<file path="src/rtl/rgb_frame_reader.sv">
// Reads the packed RGB frame (3 SRAM words per 2 pixels) from external SRAM and presents it as a
// valid/ready stream of 24-bit pixels with line-end and frame-last flags, buffered in a small FIFO.
module rgb_frame_reader #(
  parameter logic [17:0] RGB_BASE   = 18'd146944,
  parameter int unsigned IMG_WIDTH  = 320,
  parameter int unsigned IMG_HEIGHT = 240,
  parameter int unsigned FIFO_DEPTH = 8
) (
  input  logic        CLOCK_50_I,
  input  logic        resetn,
  input  logic        start,
  output logic        busy,
  output logic        done,
  output logic [17:0] SRAM_address,
  output logic        SRAM_we_n,
  output logic [15:0] SRAM_write_data,
  input  logic [15:0] SRAM_read_data,
  output logic [7:0]  pixel_R,
  output logic [7:0]  pixel_G,
  output logic [7:0]  pixel_B,
  output logic        pixel_valid,
  input  logic        pixel_ready,
  output logic        pixel_line_end,
  output logic        pixel_last
);

  localparam int unsigned TotalWords = IMG_WIDTH * IMG_HEIGHT * 3 / 2;
  localparam logic [17:0] LastAddr   = 18'(32'(RGB_BASE) + TotalWords - 1);
  localparam int unsigned PtrW       = $clog2(FIFO_DEPTH);
  localparam int unsigned CntW       = $clog2(FIFO_DEPTH + 1);
  localparam int unsigned XW         = $clog2(IMG_WIDTH);
  localparam int unsigned YW         = $clog2(IMG_HEIGHT);

  typedef enum logic [1:0] {StIdle, StFetch, StDrain, StDone} state_e;

  state_e          state_q;
  logic [1:0]      trip_q;
  logic [1:0]      pipe_v_q;
  logic [1:0]      ph0_q;
  logic [1:0]      ph1_q;
  logic [7:0]      r_q;
  logic [7:0]      g_q;
  logic [CntW-1:0] in_flight_q;
  logic [XW-1:0]   x_q;
  logic [YW-1:0]   y_q;

  logic [25:0]     mem [FIFO_DEPTH];
  logic [PtrW-1:0] wr_ptr_q;
  logic [PtrW-1:0] rd_ptr_q;
  logic [CntW-1:0] count_q;

  logic [CntW:0]   reserve;
  logic            room;
  logic            issue;
  logic            trip_start;
  logic            last_issue;
  logic            push;
  logic            pop;
  logic [25:0]     push_pix;
  logic [25:0]     head;
  logic            frame_end;

  // A triplet yields two pixels; only start one if the FIFO can absorb them along with
  // everything already requested.
  assign reserve    = {1'b0, count_q} + {1'b0, in_flight_q} + (CntW + 1)'(2);
  assign room       = reserve <= (CntW + 1)'(FIFO_DEPTH);
  assign issue      = (state_q == StFetch) && ((trip_q != 2'd0) || room);
  assign trip_start = issue && (trip_q == 2'd0);
  assign last_issue = issue && (trip_q == 2'd2) && (SRAM_address == LastAddr);

  assign push      = pipe_v_q[1] && (ph1_q != 2'd0);
  assign pop       = pixel_valid && pixel_ready;
  assign head      = mem[rd_ptr_q];
  assign frame_end = pop && head[0];

  assign SRAM_we_n       = 1'b1;
  assign SRAM_write_data = 16'd0;

  assign pixel_valid = count_q != '0;
  assign {pixel_R, pixel_G, pixel_B, pixel_line_end, pixel_last} = pixel_valid ? head : 26'd0;

  always_comb begin
    push_pix        = '0;
    push_pix[1]     = x_q == XW'(IMG_WIDTH - 1);
    push_pix[0]     = push_pix[1] && (y_q == YW'(IMG_HEIGHT - 1));
    if (ph1_q == 2'd1) begin
      push_pix[25:2] = {r_q, g_q, SRAM_read_data[15:8]};
    end else begin
      push_pix[25:2] = {r_q, SRAM_read_data[15:8], SRAM_read_data[7:0]};
    end
  end

  always_ff @(posedge CLOCK_50_I or negedge resetn) begin
    if (!resetn) begin
      state_q      <= StIdle;
      busy         <= 1'b0;
      done         <= 1'b0;
      SRAM_address <= RGB_BASE;
      trip_q       <= 2'd0;
    end else begin
      done <= 1'b0;
      case (state_q)
        StIdle: begin
          if (start) begin
            state_q      <= StFetch;
            busy         <= 1'b1;
            SRAM_address <= RGB_BASE;
            trip_q       <= 2'd0;
          end
        end
        StFetch: begin
          if (issue) begin
            trip_q <= (trip_q == 2'd2) ? 2'd0 : trip_q + 2'd1;
            if (SRAM_address != LastAddr) begin
              SRAM_address <= SRAM_address + 18'd1;
            end
            if (last_issue) begin
              state_q <= StDrain;
            end
          end
        end
        StDrain: begin
          if (frame_end) begin
            state_q      <= StDone;
            done         <= 1'b1;
            busy         <= 1'b0;
            SRAM_address <= RGB_BASE;
          end
        end
        StDone:  state_q <= StIdle;
        default: state_q <= StIdle;
      endcase
    end
  end

  // Read returns lag their address by two cycles; the tag pipe says which word of a triplet
  // is on the bus.
  always_ff @(posedge CLOCK_50_I or negedge resetn) begin
    if (!resetn) begin
      pipe_v_q    <= 2'b00;
      ph0_q       <= 2'd0;
      ph1_q       <= 2'd0;
      r_q         <= 8'd0;
      g_q         <= 8'd0;
      in_flight_q <= '0;
      x_q         <= '0;
      y_q         <= '0;
      wr_ptr_q    <= '0;
      rd_ptr_q    <= '0;
      count_q     <= '0;
    end else begin
      pipe_v_q <= {pipe_v_q[0], issue};
      ph0_q    <= trip_q;
      ph1_q    <= ph0_q;

      if (pipe_v_q[1]) begin
        if (ph1_q == 2'd0) begin
          r_q <= SRAM_read_data[15:8];
          g_q <= SRAM_read_data[7:0];
        end else if (ph1_q == 2'd1) begin
          r_q <= SRAM_read_data[7:0];
        end
      end

      case ({trip_start, push})
        2'b10:   in_flight_q <= in_flight_q + CntW'(2);
        2'b01:   in_flight_q <= in_flight_q - CntW'(1);
        2'b11:   in_flight_q <= in_flight_q + CntW'(1);
        default: in_flight_q <= in_flight_q;
      endcase

      if (push) begin
        wr_ptr_q <= wr_ptr_q + PtrW'(1);
        if (x_q == XW'(IMG_WIDTH - 1)) begin
          x_q <= '0;
          y_q <= (y_q == YW'(IMG_HEIGHT - 1)) ? '0 : y_q + YW'(1);
        end else begin
          x_q <= x_q + XW'(1);
        end
      end

      if (pop) begin
        rd_ptr_q <= rd_ptr_q + PtrW'(1);
      end

      case ({push, pop})
        2'b10:   count_q <= count_q + CntW'(1);
        2'b01:   count_q <= count_q - CntW'(1);
        default: count_q <= count_q;
      endcase
    end
  end

  always_ff @(posedge CLOCK_50_I) begin
    if (push) begin
      mem[wr_ptr_q] <= push_pix;
    end
  end

endmodule
</file>
<file path="config.mk">
export PLATFORM = sky130hd
export DESIGN_NAME = rgb_frame_reader
export DESIGN_NICKNAME = d
export VERILOG_FILES = /design/src/rtl/rgb_frame_reader.sv
export SDC_FILE = /design/constraint.sdc
export NUM_CORES = 1
export LEC_CHECK = 0
export CORE_MARGIN = 2
export CORE_UTILIZATION = 66
export CTS_BUF_LIST = sky130_fd_sc_hd__clkbuf_2 sky130_fd_sc_hd__clkbuf_4 sky130_fd_sc_hd__clkbuf_8
export CTS_CLUSTER_DIAMETER = 200
export DETAILED_ROUTE_END_ITERATION = 10
export PLACE_DENSITY = 0.88
export SLEW_MARGIN = 20
export SYNTH_ARGS = -nofsm -noshare
export SYNTH_HDL_FRONTEND = slang
export SYNTH_SLANG_ARGS = --single-unit
export TNS_END_PERCENT = 10
</file>
<file path="constraint.sdc">
create_clock -name CLOCK_50_I -period 8.7 [get_ports CLOCK_50_I]
set_input_delay 1.74 -clock CLOCK_50_I [delete_from_list [all_inputs] [get_ports CLOCK_50_I]]
set_output_delay 1.74 -clock CLOCK_50_I [all_outputs]
set_load 0.05 [all_outputs]
</file>
==> impl_metrics.csv <==
group,metric,value,unit
global_route,antenna_found_initial,0,
pwr,seqPwrFrac,38.2,%
job,maxCapViolCount,0,
pwr,power_density,343,nW/um^2
pwr,p_leak,5.21,nW
sta,setup_tns,0,ns
setup_path,start_kind,"flip-flop",
setup_path,required,6.96,ns
drt,wl,26700,um
clock_tree,cts.sinks,285,
setup_path,critPathLaunch,"rd_ptr_q[1]",
setup_path,regToRegSetupSlack,5.03,ns
clock_tree,cts_max_level,2,
sta,finClkSkew,0.0256,ns
setup_path,crit_chain,"buf_4, mux4_2, nand2_1, a21oi_1, clkdlybuf4s50_1",
global_route,grt_max_degree,78,
synthesis,netlist_area,12300,um^2
sta,finalHoldViolCount,0,
setup_path,cp_max_fo,40,
synthesis,netlist_instances,814,
floorplanning,num_rows,49,
floorplanning,core,18100,um^2
setup_path,worstPathArrival,3.30,ns
place,place.gp.congestion,0.892,
setup_path,regToRegStartpoint,"count_q[1]",
clock_tree,cts_resized,0,
pwr,pwr-share-comb,37.9,%
floorplanning,die_area,19700,um^2
global_route,grt_pass1_wl,42200,um
finish,diodes,0,
floorplanning,die_w,140,um
global_route,gr-total-overflow,0,
clock_tree,ctsHoldBuffers,0,
pwr,p_switching,0.00182,W
sta,max_freq,0.198,GHz
clock_tree,cts-root-buf,"clkbuf_8",
drt,drc,0,
synthesis,ys.flop_type,"edfxtp_1",
global_route,track_usage,28.2,%
pwr,vdd_drop_max,301,uV
synthesis,ys_ff_latch,285,
setup_path,reg2reg_to,"SRAM_address[10]",
pwr,netSwitchingFraction,37.7,%
sta,hold_slack,0.365,ns
place,place_hpwl,16200,um
clock_tree,clk_path_buf_depth,3,
synthesis,ys_warn_count,0,
pwr,intPower,0.00301,W
setup_path,rr_worst_depth,11,
floorplanning,pin_count,84,
clock_tree,cts_buffers,44,
sta,relSlewSlack,37.7,%
setup_path,slowest_stage,"clkdlybuf4s50_1",
setup_path,endpoint,"pixel_R[0]",
synthesis,async_flop_share,27.0,%
sta,rsz0062_at_grt,"false",
synthesis,synth.avg_cell_area,15.1,um^2
clock_tree,tritoncts,"built",
drt,drt_iter0_markers,617,
drt,vias_per_cell,6.27,
floorplanning,die_h,140,um
place,port_buffers,66,
drt,drtAntennaViolNets,0,
drt,dr.pass1.iters,5,
finish,drive_above_1_share,20.7,%
run_status,status,"complete, no violations",
clock_tree,cts.clk_slew.worst_paths,0.06,ns
drt,vias,7327,
worst_hold_path,hold_class,"reg2reg",
setup_path,cp-end-kind,"output port",
finish,fin_nets,948,
clock_tree,clk_latency,0.57,ns
pwr,pwr-share-clk,23.9,%
setup_path,cpPeakStageDelay,0.85,ns
sta,fin_crit,5.04,ns
sta,finalCritPeriodShare,57.9,%
floorplanning,initial_core_util,67.9,%
sta,slew_violations,0,
synthesis,yosysSeqAreaShare,66.6,%
sta,setup_viol,0,
setup_path,critical_path_class,"reg2out",
global_route,grt_pass1_vias,7733,
finish,syn2layout_area_growth,14.8,%
synthesis,yosysUniqueCellTypes,58,
synthesis,synth_edf_count,208,
sta,tightestPinTransition,0.927,ns
clock_tree,cts_setup_buffers,0,
drt,wire_per_inst,22.9,um
[flip-flops by register name (all words and copies together) (netlist names)]
register      count
pipe_v_q          2
state_q           2
in_flight_q       4
done              1
ph0_q             2
busy              1
y_q               8
wr_ptr_q          3
trip_q            2
rd_ptr_q          3
ph1_q             2
g_q               8
x_q               9
count_q           4
mem             208
r_q               8
SRAM_address     18
[metal layers]
layer  wire [um]  vias up  track usage [%]
li1            -     3227                -
met1       10300     3724             36.3
met2       14000      328             48.3
met3        1750       48             4.96
met4         619        0             11.4
met5           0        -                0
[cells by family (layout without fill, tap and decap cells)]
| group | after synthesis | count (layout) | share of synthesized area [%] |
|---|---|---|---|
| muxes | 94 | 94 | 13.1 |
| xor gates and xnor gates | 22 | 22 | 1.57 |
| AOI/OAI and AO/OA | 94 | 94 | 4.47 |
| other | 2 | 17 | 0.0611 |
| buffers and inverters | 69 | 179 | 2.78 |
| and+or+nand+nor | 223 | 223 | 8.76 |
| DFF | 285 | 285 | 66.6 |
| adders and majority gates | 25 | 25 | 2.73 |
[how the worst min path moves through the flow]
stage | from | end | slack (ns) | depth (start not counted)
global route | ph0_q[1] | ph1_q[1] | 0.38 | 0
floorplan | ph0_q[0] | ph1_q[0] | 0.33 | 0
finish | ph0_q[1] | ph1_q[1] | 0.36 | 0
global placement | ph0_q[1] | ph1_q[1] | 0.36 | 0
CTS | ph0_q[1] | ph1_q[1] | 0.37 | 0
detailed placement | ph0_q[1] | ph1_q[1] | 0.37 | 0
[cells in the mapped netlist, types with 3 or more instances]
library cell  instances  area, um^2
nor2_1               21        78.8
edfxtp_1            208        6250
dfstp_2               6         158
buf_1                 9        33.8
clkbuf_1             23        86.3
nand2_1             109         409
dfrtp_1              71        1780
nand4_1               6        37.5
nand2b_1             12        75.1
a31oi_1               3        18.8
o21ai_0              35         175
a21oi_1              31         155
a21o_1                6        45.0
and2_1                5        31.3
mux2_2               27         304
buf_4                18         135
mux2i_1              16         160
ha_1                 22         275
mux4_2               50        1130
nor3_1               16        80.1
inv_1                15        56.3
nand3_1              20         100
xor2_1                9        78.8
or4_1                 5        37.5
fa_1                  3        60.1
nor3b_1               3        22.5
o211ai_1              3        22.5
and3_1                9        56.3
xnor2_1              13         114
[layout by cell type, fill, tap and decap left out, drive strengths merged, types with 3 or more instances in the layout]
cell type | synthesis | final
ha | 22 | 22
nor2 | 21 | 21
and2 | 5 | 5
nand4 | 6 | 6
a21o | 6 | 6
inv | 17 | 19
buf | 29 | 15
dfrtp | 71 | 71
xnor2 | 13 | 13
xor2 | 9 | 9
clkbuf | 23 | 67
nor4 | 4 | 4
mux2 | 28 | 28
nand2b | 12 | 12
nand2 | 109 | 109
mux4 | 50 | 50
dfstp | 6 | 6
a31oi | 3 | 3
conb | 2 | 17
or4 | 5 | 5
mux2i | 16 | 16
nand3 | 20 | 20
a21oi | 31 | 31
edfxtp | 208 | 208
nor3 | 16 | 16
clkdlybuf4s50 | 0 | 65
nor3b | 3 | 3
clkinv | 0 | 10
o21ai | 36 | 36
fa | 3 | 3
and3 | 9 | 9
o211ai | 3 | 3
[worst max-delay path: cells and delay by family (launching register included)]
kind	cells	cell delay, ns
buffers and inverters	2	1.42
muxes	1	0.33
AOI/OAI and AO/OA	1	0.27
DFF	1	0.64
and+or+nand+nor	1	0.06
[power by group through the flow]
| stage | logic [W] | registers (W) | clock network, W |
|---|---|---|---|
| global route | 0.00196 | 0.00187 | 0.00123 |
| floorplan | 0.00137 | 0.00179 | 0 |
| detailed placement | 0.00176 | 0.00192 | 0 |
| CTS | 0.00178 | 0.00189 | 0.00117 |
| global placement | 0.00170 | 0.00189 | 0 |
| finish | 0.00183 | 0.00185 | 0.00116 |
[stage by stage]
step	total power, W	cell area (um^2)	std cells	setup WS (ns)	util [%]
floorplan	0.00316	12300	829	4.38	-
global placement	0.00359	13200	1085	4.19	72.7
detailed placement	0.00368	13200	1085	4.10	72.7
CTS	0.00484	14100	1167	3.47	77.8
global route	0.00506	14100	1168	3.52	78.0
finish	0.00483	14100	1168	3.66	78.0
[cell type report]
class                           count  area, um^2
Inverter                           17        63.8
Clock inverter                     15         133
Tap cell                          229         287
Clock buffer                       67         791
Timing Repair Buffer               80         787
Fill cell                         966        3980
Sequential cell                   285        8190
Multi-Input combinational cell    475        3860
Note: power is estimated with default switching activity, not from simulation.
